**src/rtl/led_pkg.sv**
```systemverilog
// Shared definitions for the LED breathe path.
// Holds the breathe FSM state encoding and the default timing constants used by
// the driver and its testbench.
package led_pkg;

  typedef enum logic [1:0] {
    StIdle     = 2'd0,
    StRampUp   = 2'd1,
    StRampDown = 2'd2
  } led_state_e;

  localparam int unsigned LedPrescaleDefault    = 1000;
  localparam int unsigned LedPwmBitsDefault     = 8;
  localparam int unsigned LedHoldPeriodsDefault = 4;

endpackage

```
**src/rtl/tick_prescaler.sv**
```systemverilog
// Free-running tick divider.
// Emits a one-cycle tick every PRESCALE cycles of OSC while clr is low; clr
// holds the count at zero and suppresses the tick.
// Ports:
//   OSC   - clock
//   RST_N - asynchronous active-low reset
//   clr   - synchronous clear / hold-off
//   tick  - high in the cycle where the count equals PRESCALE-1
module tick_prescaler #(
  parameter int unsigned PRESCALE = 1000
) (
  input  logic OSC,
  input  logic RST_N,
  input  logic clr,
  output logic tick
);

  localparam int unsigned CntW = (PRESCALE > 1) ? $clog2(PRESCALE) : 1;
  localparam logic [CntW-1:0] CntMax = CntW'(PRESCALE - 1);

  logic [CntW-1:0] cnt_q, cnt_d;

  always_comb begin
    tick  = !clr && (cnt_q == CntMax);
    cnt_d = cnt_q + 1'b1;
    if (clr || tick) begin
      cnt_d = '0;
    end
  end

  always_ff @(posedge OSC or negedge RST_N) begin
    if (!RST_N) begin
      cnt_q <= '0;
    end else begin
      cnt_q <= cnt_d;
    end
  end

endmodule

```
**src/rtl/led_breathe_driver.sv**
```systemverilog
// LED breathing PWM driver.
// While EN is high the duty ramps 0 -> max -> 0 repeatedly, one step every
// HOLD_PERIODS PWM periods; duty changes only on a period boundary. EN low
// returns everything to idle on the next edge.
// Optional build macro LED_BREATHE_GAMMA_EN: compare against (DUTY*DUTY)>>PWM_BITS
// instead of DUTY for a perceptually smoother ramp.
// Ports:
//   OSC     - board clock
//   RST_N   - asynchronous active-low reset
//   EN      - breathe enable (upstream blink level)
//   LED_OUT - registered PWM drive
//   DUTY    - current duty register
//   PEAK    - one-cycle pulse when DUTY reaches its maximum
module led_breathe_driver
  import led_pkg::*;
#(
  parameter int unsigned PRESCALE     = LedPrescaleDefault,
  parameter int unsigned PWM_BITS     = LedPwmBitsDefault,
  parameter int unsigned HOLD_PERIODS = LedHoldPeriodsDefault
) (
  input  logic                OSC,
  input  logic                RST_N,
  input  logic                EN,
  output logic                LED_OUT,
  output logic [PWM_BITS-1:0] DUTY,
  output logic                PEAK
);

  localparam int unsigned HoldW = (HOLD_PERIODS > 1) ? $clog2(HOLD_PERIODS) : 1;
  localparam logic [HoldW-1:0]    HoldMax      = HoldW'(HOLD_PERIODS - 1);
  localparam logic [PWM_BITS-1:0] DutyOne      = PWM_BITS'(1);
  localparam logic [PWM_BITS-1:0] DutyBelowMax = ~DutyOne;

  led_state_e          state_q, state_d;
  logic [PWM_BITS-1:0] pwm_q, pwm_d;
  logic [HoldW-1:0]    hold_q, hold_d;
  logic [PWM_BITS-1:0] duty_q, duty_d;
  logic                led_q, led_d;
  logic                peak_q, peak_d;

  logic                tick;
  logic                clr;
  logic                period_end;
  logic                step;
  logic [PWM_BITS-1:0] duty_eff;

  // The prescaler runs only in a ramp state with EN still high; entering a ramp
  // from idle therefore starts it from zero on the following cycle.
  assign clr = (state_q == StIdle) || !EN;

  tick_prescaler #(
    .PRESCALE(PRESCALE)
  ) u_prescaler (
    .OSC  (OSC),
    .RST_N(RST_N),
    .clr  (clr),
    .tick (tick)
  );

  assign period_end = tick && (pwm_q == '1);
  assign step       = period_end && (hold_q == HoldMax);

`ifdef LED_BREATHE_GAMMA_EN
  logic [2*PWM_BITS-1:0] duty_sq;
  assign duty_sq  = {{PWM_BITS{1'b0}}, duty_q} * {{PWM_BITS{1'b0}}, duty_q};
  assign duty_eff = duty_sq[2*PWM_BITS-1 -: PWM_BITS];
`else
  assign duty_eff = duty_q;
`endif

  always_comb begin
    state_d = state_q;
    pwm_d   = pwm_q;
    hold_d  = hold_q;
    duty_d  = duty_q;
    led_d   = 1'b0;
    peak_d  = 1'b0;

    if (!EN) begin
      state_d = StIdle;
      pwm_d   = '0;
      hold_d  = '0;
      duty_d  = '0;
    end else begin
      case (state_q)
        StIdle: begin
          state_d = StRampUp;
        end
        StRampUp, StRampDown: begin
          led_d = (pwm_q < duty_eff);
          if (tick) begin
            pwm_d = pwm_q + 1'b1;
          end
          if (period_end) begin
            hold_d = (hold_q == HoldMax) ? '0 : hold_q + 1'b1;
          end
          if (step) begin
            if (state_q == StRampUp) begin
              duty_d = duty_q + 1'b1;
              if (duty_q == DutyBelowMax) begin
                state_d = StRampDown;
                peak_d  = 1'b1;
              end
            end else begin
              duty_d = duty_q - 1'b1;
              if (duty_q == DutyOne) begin
                state_d = StRampUp;
              end
            end
          end
        end
        default: begin
          state_d = StIdle;
          pwm_d   = '0;
          hold_d  = '0;
          duty_d  = '0;
        end
      endcase
    end
  end

  always_ff @(posedge OSC or negedge RST_N) begin
    if (!RST_N) begin
      state_q <= StIdle;
      pwm_q   <= '0;
      hold_q  <= '0;
      duty_q  <= '0;
      led_q   <= 1'b0;
      peak_q  <= 1'b0;
    end else begin
      state_q <= state_d;
      pwm_q   <= pwm_d;
      hold_q  <= hold_d;
      duty_q  <= duty_d;
      led_q   <= led_d;
      peak_q  <= peak_d;
    end
  end

  assign LED_OUT = led_q;
  assign DUTY    = duty_q;
  assign PEAK    = peak_q;

endmodule

```
**config.mk**
```make
export PLATFORM = sky130hd
export DESIGN_NAME = led_breathe_driver
export DESIGN_NICKNAME = d
export VERILOG_FILES = /design/src/rtl/led_pkg.sv /design/src/rtl/tick_prescaler.sv /design/src/rtl/led_breathe_driver.sv
export SDC_FILE = /design/constraint.sdc
export NUM_CORES = 1
export LEC_CHECK = 0
export ABC_AREA = 1
export CAP_MARGIN = 10
export CORE_MARGIN = 3
export CORE_UTILIZATION = 59
export DETAILED_ROUTE_END_ITERATION = 10
export GPL_ROUTABILITY_DRIVEN = 0
export GPL_TIMING_DRIVEN = 0
export PLACE_DENSITY = 0.76
export SLEW_MARGIN = 25
export SYNTH_ARGS = -nofsm -noshare
export SYNTH_HDL_FRONTEND = slang
export SYNTH_SLANG_ARGS = --single-unit
export TNS_END_PERCENT = 5
```
**constraint.sdc**
```tcl
create_clock -name OSC -period 2 [get_ports OSC]
set_input_delay 0.4 -clock OSC [delete_from_list [all_inputs] [get_ports OSC]]
set_output_delay 0.4 -clock OSC [all_outputs]
set_load 0.02 [all_outputs]
```
==> flow_summary.rst, run 1 <==
.. list-table::
   :header-rows: 1

   * - Metric
     - Value
   * - Leakage power of the design
     - 1.193 nW
   * - Average size of a mapped cell
     - approximately 7.4 um2
   * - Clk pin slew, worst setup/hold paths
     - 0.11 ns
   * - Maximum fanout along the worst path
     - 8
   * - Arrival @ worst endpoint
     - approximately 1.5 ns
   * - Number of diodes
     - 0
   * - Maximum level of the CTS H-tree
     - 2
   * - Max-slew violation count
     - 0
   * - Startpoint types
     - flip-flop
   * - Clock tree root buffer cell
     - clkbuf_4
   * - First-pass GRT wire length
     - between 7000 and 8000 um
   * - Capturing element type of the critical path
     - output pin
   * - Leading area contributor after synthesis
     - dfrtp_1
   * - Antenna violations before repair
     - 0
   * - Overall routing resource usage
     - between 20 and 25%
   * - Netlist area before placement
     - roughly 0.0021 mm2
   * - Remaining antenna violation count
     - 0
   * - Type of the worst setup path
     - flip-flop to output pin
   * - Total Neg Setup Slack
     - 0 ns
   * - Flip-flop and latch count after synthesis
     - 32
   * - Minimum setup slack after placement
     - -0.05116 ns
   * - Period Utilization, post-route
     - 95.61%
   * - Number of search-and-repair iterations in the first detailed-routing pass
     - 5
   * - Hold violation total from the final report
     - 0
   * - Average routed wire per standard cell
     - about 13 um
   * - Worst stage delay on the critical path
     - around 0.66 ns
   * - Synth unique cells
     - 32
   * - Max Clock Skew
     - 0.01508 ns
   * - Setup repair after global routing missed its margin
     - no
   * - Setup slack after layout
     - 0.08780 ns
   * - Final routed DRC violation total
     - 0
   * - Placement-stage cell area
     - between 0.002 and 0.0025 mm2
   * - Max IR drop VDD
     - 879.3 uV
   * - Slew at the pin closest to its max-slew limit
     - between 0.3 and 0.4 ns
   * - Post-route insts no fill
     - between 300 and 400
   * - Peak Freq
     - roughly 520 MHz
   * - CP max-delay cell
     - clkdlybuf4s50_1
   * - Placeable core area
     - between 0.003 and 0.004 mm2
   * - Pin count of the biggest net entering global routing
     - 23
   * - CTS sink cnt
     - 32
   * - CTS tree
     - built
   * - Synth warn
     - 0
   * - Total congestion overflow after global routing
     - 0
   * - Cell family with the largest share of critical-path delay
     - buffers and inverters
   * - Final critical delay including setup and external delays
     - between 1.5 and 2 ns
   * - Max Cap Violations
     - 0
   * - Type of the most critical hold path
     - input pin to async pin
   * - Ratio of cells with drive above 1 in the final layout
     - about a tenth
   * - Half-perimeter wire length after detailed placement
     - ~3300 um
   * - Cell row count
     - 21
   * - Area growth from synthesis to final layout
     - 13.71%
   * - Synth Net Count
     - about 300
   * - Worst slew margin relative to its limit
     - between 70% and 80%
   * - Vias in the first global route
     - 1636
   * - Die ar.
     - around 0.0043 mm2
   * - Instance count of the mapped netlist
     - between 200 and 300
   * - Final routed wirelength across all metal layers
     - ~4400 um
   * - Number of placed cells counting well taps
     - about 340
   * - Power per cell area
     - 1294 mW/mm2
   * - List of cells traversed by the critical path
     - clkdlybuf4s50_1
   * - Clock latency on the worst-skew pair
     - roughly 0.34 ns
   * - Final cell area excluding filler cells
     - ~0.0024 mm2
   * - Setup Viol. Count Final
     - 0
   * - I/O pins
     - 13
   * - Buffers from clock root to sink, at most
     - 2
   * - Largest cells by area after synthesis
     - dfrtp_1, nand2_1, ha_1, nor2_1, nand3_1
   * - Number of vias per cell
     - about 5.3
   * - Die height
     - 65.78 um
   * - Status
     - complete, no violations
   * - WP buf/inv
     - 1
   * - Number of clock buffers inserted by TritonCTS
     - 5
   * - Overall via count from detail_route
     - roughly 1900
   * - Starting DRC count in detailed routing
     - around 110
   * - Horizontal die dimension
     - 65.78 um
   * - Port buffer count
     - 12
   * - Number of nets in the layout
     - ~320
   * - Post-layout util
     - 70.73%
   * - Fraction of post-synthesis cell area in the top cell type by area
     - between 30% and 40%
   * - Starting Density
     - between 60% and 70%
   * - Sequential fraction of the synthesis area
     - about 38%
   * - Required time at the endpoint of the critical path
     - roughly 1.6 ns
==> stage by stage <==
step	hold WS, ns	power (mW)
finish	0.4653	3.102
global route	0.4760	3.358
CTS	0.4773	3.102
detailed placement	0.3072	2.602
global placement	0.4475	2.564
floorplan	0.1044	2.109
==> cell type report <==
cell class | count | area [um2]
plain buffers | 7 | 48.80
clock buffers | 6 | 41.29
clock inverters | 2 | 35.03
fillers | 277 | 992.2
inverters | 31 | 116.4
multi-input cells | 213 | 1145
flip-flops and latches | 32 | 800.8
well taps | 46 | 57.56
repair buffers | 14 | 152.6
==> cell usage in the layout (no fill, tap or decap), drive strengths merged <==
master and n:
nand2 75, nor2 41, dfrtp 32, inv 31
nand3 28, a21oi 18, ha 17, clkdlybuf4s50 11
o21ai 10, buf 8, clkbuf 7, nor3 5
nand4 5, nor3b 4, or2 3, and3 1
xnor2 1, o21bai 1, a211oi 1, xor2 1
nand3b 1, o31ai 1, bufinv 1, clkinv 1
dlygate4sd3 1
==> what timing repair did <==
item	in CTS	in global routing
endpoints found under the setup margin	0	1
hold buffers	1	0
endpoints found under the hold margin	10	0
gates resized for setup	0	1
setup buffers	0	0
==> sequential cells by signal, summed over array words and instances (netlist names) <==
signal and cells:
DUTY 8, hold_q 2, state_q 2, PEAK 1, LED_OUT 1, u_prescaler.cnt_q 10
pwm_q 8
==> metal layers <==
layer  vias to the layer above  track usage (%)  part of all wire (%)
met2                        53            33.67                    46
met1                       855            31.30                    47
met5                         -                0                     0
li1                        955                -                     -
met4                         0            6.477                   1.4
met3                         9            5.102                   5.6
==> synth_stat cells <==
| library cell | number |
|---|---|
| a211oi_1 | 1 |
| a21oi_1 | 17 |
| a21oi_2 | 1 |
| and3_1 | 1 |
| buf_2 | 3 |
| buf_4 | 1 |
| buf_6 | 2 |
| clkbuf_1 | 1 |
| dfrtp_1 | 32 |
| ha_1 | 17 |
| inv_1 | 31 |
| nand2_1 | 70 |
| nand2_2 | 5 |
| nand3_1 | 27 |
| nand3_2 | 1 |
| nand3b_1 | 1 |
| nand4_1 | 3 |
| nand4_2 | 2 |
| nor2_1 | 39 |
| nor2_2 | 1 |
| nor2_4 | 1 |
| nor3_1 | 4 |
| nor3_4 | 1 |
| nor3b_1 | 4 |
| o21ai_0 | 9 |
| o21ai_1 | 1 |
| o21bai_1 | 1 |
| o31ai_1 | 1 |
| or2_1 | 2 |
| or2_2 | 1 |
| xnor2_1 | 1 |
| xor2_1 | 1 |
==> worst register-to-register path, cell delays in order (launching register included) <==
cell and delay [ns]:
dfrtp_1 0.44, inv_1 0.07, ha_1 0.33, nand2_2 0.16, nand2_1 0.15, nand2_2 0.19
inv_1 0.14, a21oi_1 0.14, nor2_1 0.05
==> cell families after synthesis <==
group | synth area share (%)
AND/OR/NAND/NOR | 35.37
buffers and inverters | 7.833
XOR/XNOR | 0.8310
adder cells (fa/ha/maj) | 10.09
AO/OA/AOI/OAI | 7.893
flip-flops | 37.98
==> final timing paths <==
path | start | to | slack (ns) | cells after the start
setup / recovery | DUTY[0]$_DFFE_PN0P_ | DUTY[0] | 0.09 | 1
hold / removal | RST_N | DUTY[5]$_DFFE_PN0P_ | 0.47 | 2
setup reg to reg | state_q[0]$_DFFE_PN0P_ | pwm_q[2]$_DFFE_PN0P_ | 0.25 | 8
hold reg to reg | u_prescaler.cnt_q[0]$_DFF_PN0_ | u_prescaler.cnt_q[0]$_DFF_PN0_ | 0.48 | 1
max in group asynchronous | RST_N | u_prescaler.cnt_q[1]$_DFF_PN0_ | 1.12 | 3
min in group OSC | u_prescaler.cnt_q[0]$_DFF_PN0_ | u_prescaler.cnt_q[0]$_DFF_PN0_ | 0.48 | 1
==> power by group <==
part | total [mW] | internal (mW) | switching (mW)
registers | 0.928 | 0.769 | 0.160
logic | 1.68 | 0.628 | 1.05
clock network | 0.495 | 0.262 | 0.233
total | 3.10 | 1.66 | 1.44
(Power assumes the default switching activity.)
==> run 2: changes to the inputs <==
CAP_MARGIN = 5   (was 10)
==> results of run 2 <==
Same layout as run 1: the final DEF is identical, and so are final timing and power.
==> RTL change, RTL diff (flow settings as in run 1) <==
Change the package constant `LedPrescaleDefault` from 1000 to 250.
--- a/src/rtl/led_pkg.sv
+++ b/src/rtl/led_pkg.sv
@@ -9,7 +9,7 @@
     StRampDown = 2'd2
   } led_state_e;
 
-  localparam int unsigned LedPrescaleDefault    = 1000;
+  localparam int unsigned LedPrescaleDefault    = 250;
   localparam int unsigned LedPwmBitsDefault     = 8;
   localparam int unsigned LedHoldPeriodsDefault = 4;
 
Formal check against the unedited RTL: no difference found for any inputs over 10 cycles, from zero or initial values and one cycle with RST_N low; that may be too few to reach the edited logic, so the function may still have changed.
==> RTL change against run 1 <==
  * Synthesized cell count shrank 9.2%
  * Synthesized area decreased by 6.3%
  * Fmax up 0.31%
  * Design area shrank 7.2%
  * Sequential cell count is 2 lower
  * Routed wire length shrank 13%
  * Setup slack better by 0.0060 ns
  * Die area is 5.7% lower
Power is not compared: it rests on default switching activity, and its combinational part moved more than twofold at a synthesized area within 25%.
==> RTL change: results (changes against run 1) <==
metric	value	unit	change
Initial DRC Count	114		+8.6%
async set-reset flop share out of synthesis	1.00		unchanged
complex-gate fraction of the synthesized area	0.0754		-0.00357
Yosys cell types	26		-19%
final wirelength	3.86	mm	-13%
leak pwr	1.14	nW	
post-synthesis sequential area ratio	0.380		about the same
dpl ws	-0.0292	ns	+0.0220 ns
top cells by area, synth	dfrtp_1, nand2_1, ha_1		
top cells by count, synth	nand2_1, inv_1, dfrtp_1		
share of layout cells above drive strength 1	0.101		+0.00600
cts bufs inserted	5		unchanged
Critical Path AT	1.51	ns	about the same
Main synth FF type	dfrtp_1		
Post-route DRC	0		unchanged
H-tree depth	2		unchanged
Fillers	265		-4.3%
maximum vdd drop	0.447	mV	
Post-Place Cell Area	2150	um^2	-7.0%
Power Clock	455	uW	
CP peak stage delay	0.66	ns	about the same
fin cells	321		-8.5%
via count	1674		-11%
XOR/XNOR Fraction of Synth Area	0.0266		+0.0183
Slew headroom	0.565		-0.193
post-synthesis mux area share	0		unchanged
Antenna diodes	0		unchanged
Net Sw Frac	0.389		
Synth Area in Adders	0.114		+0.0131
fin nets	297		-8.3%
vias in the first global route	1546		-5.5%
gr usage total	0.215		-0.00663
Syn Nets	278		-8.3%
Clock Latency Late Sink	0.33	ns	
DP Wirelength	2.93	mm	-12%
Post-Route Skew	0.0107	ns	-0.00438 ns
Clock Path Buffers	2		unchanged
Placed Cells incl. Taps	313		-8.5%
Crit Path Max Fanout	7		-1
Synth Instances	257		-9.2%
largest net degree at the start of global routing	31		+35%
result of the run	complete, no violations		
first-pass GRT wire length	6.82	mm	-8.2%
-- RTL change: path summary, 6_finish.rpt --
kind                             from    endpoint  slack (ns)  depth (start not counted)
max                           DUTY[3]     DUTY[3]        0.09                          1
min                             RST_N     DUTY[6]        0.08                          1
max reg2reg                state_q[0]    pwm_q[5]        0.20                         10
min reg2reg                state_q[1]  state_q[1]        0.50                          2
max in group asynchronous       RST_N   hold_q[1]        1.49                          1
min in group OSC           state_q[1]  state_q[1]        0.50                          2
-- RTL change: final cells by class --
cell class,count,area [um^2],share of cell area
Multi-Input combinational cell,191,1090,0.489
Sequential cell,30,751,0.337
Inverter,35,131,0.0591
Timing Repair Buffer,12,115,0.0517
Clock buffer,8,78.8,0.0354
Tap cell,44,55.1,0.0247
Buffer,1,5.00,0.00225
-- RTL change: layer usage --
layer | wire length [um] | up-vias | GRT usage
li1 | - | 871 | -
met1 | 1780 | 752 | 0.260
met2 | 1830 | 45 | 0.369
met3 | 191 | 6 | 0.0527
met4 | 59 | 0 | 0.0728
met5 | 0 | - | 0
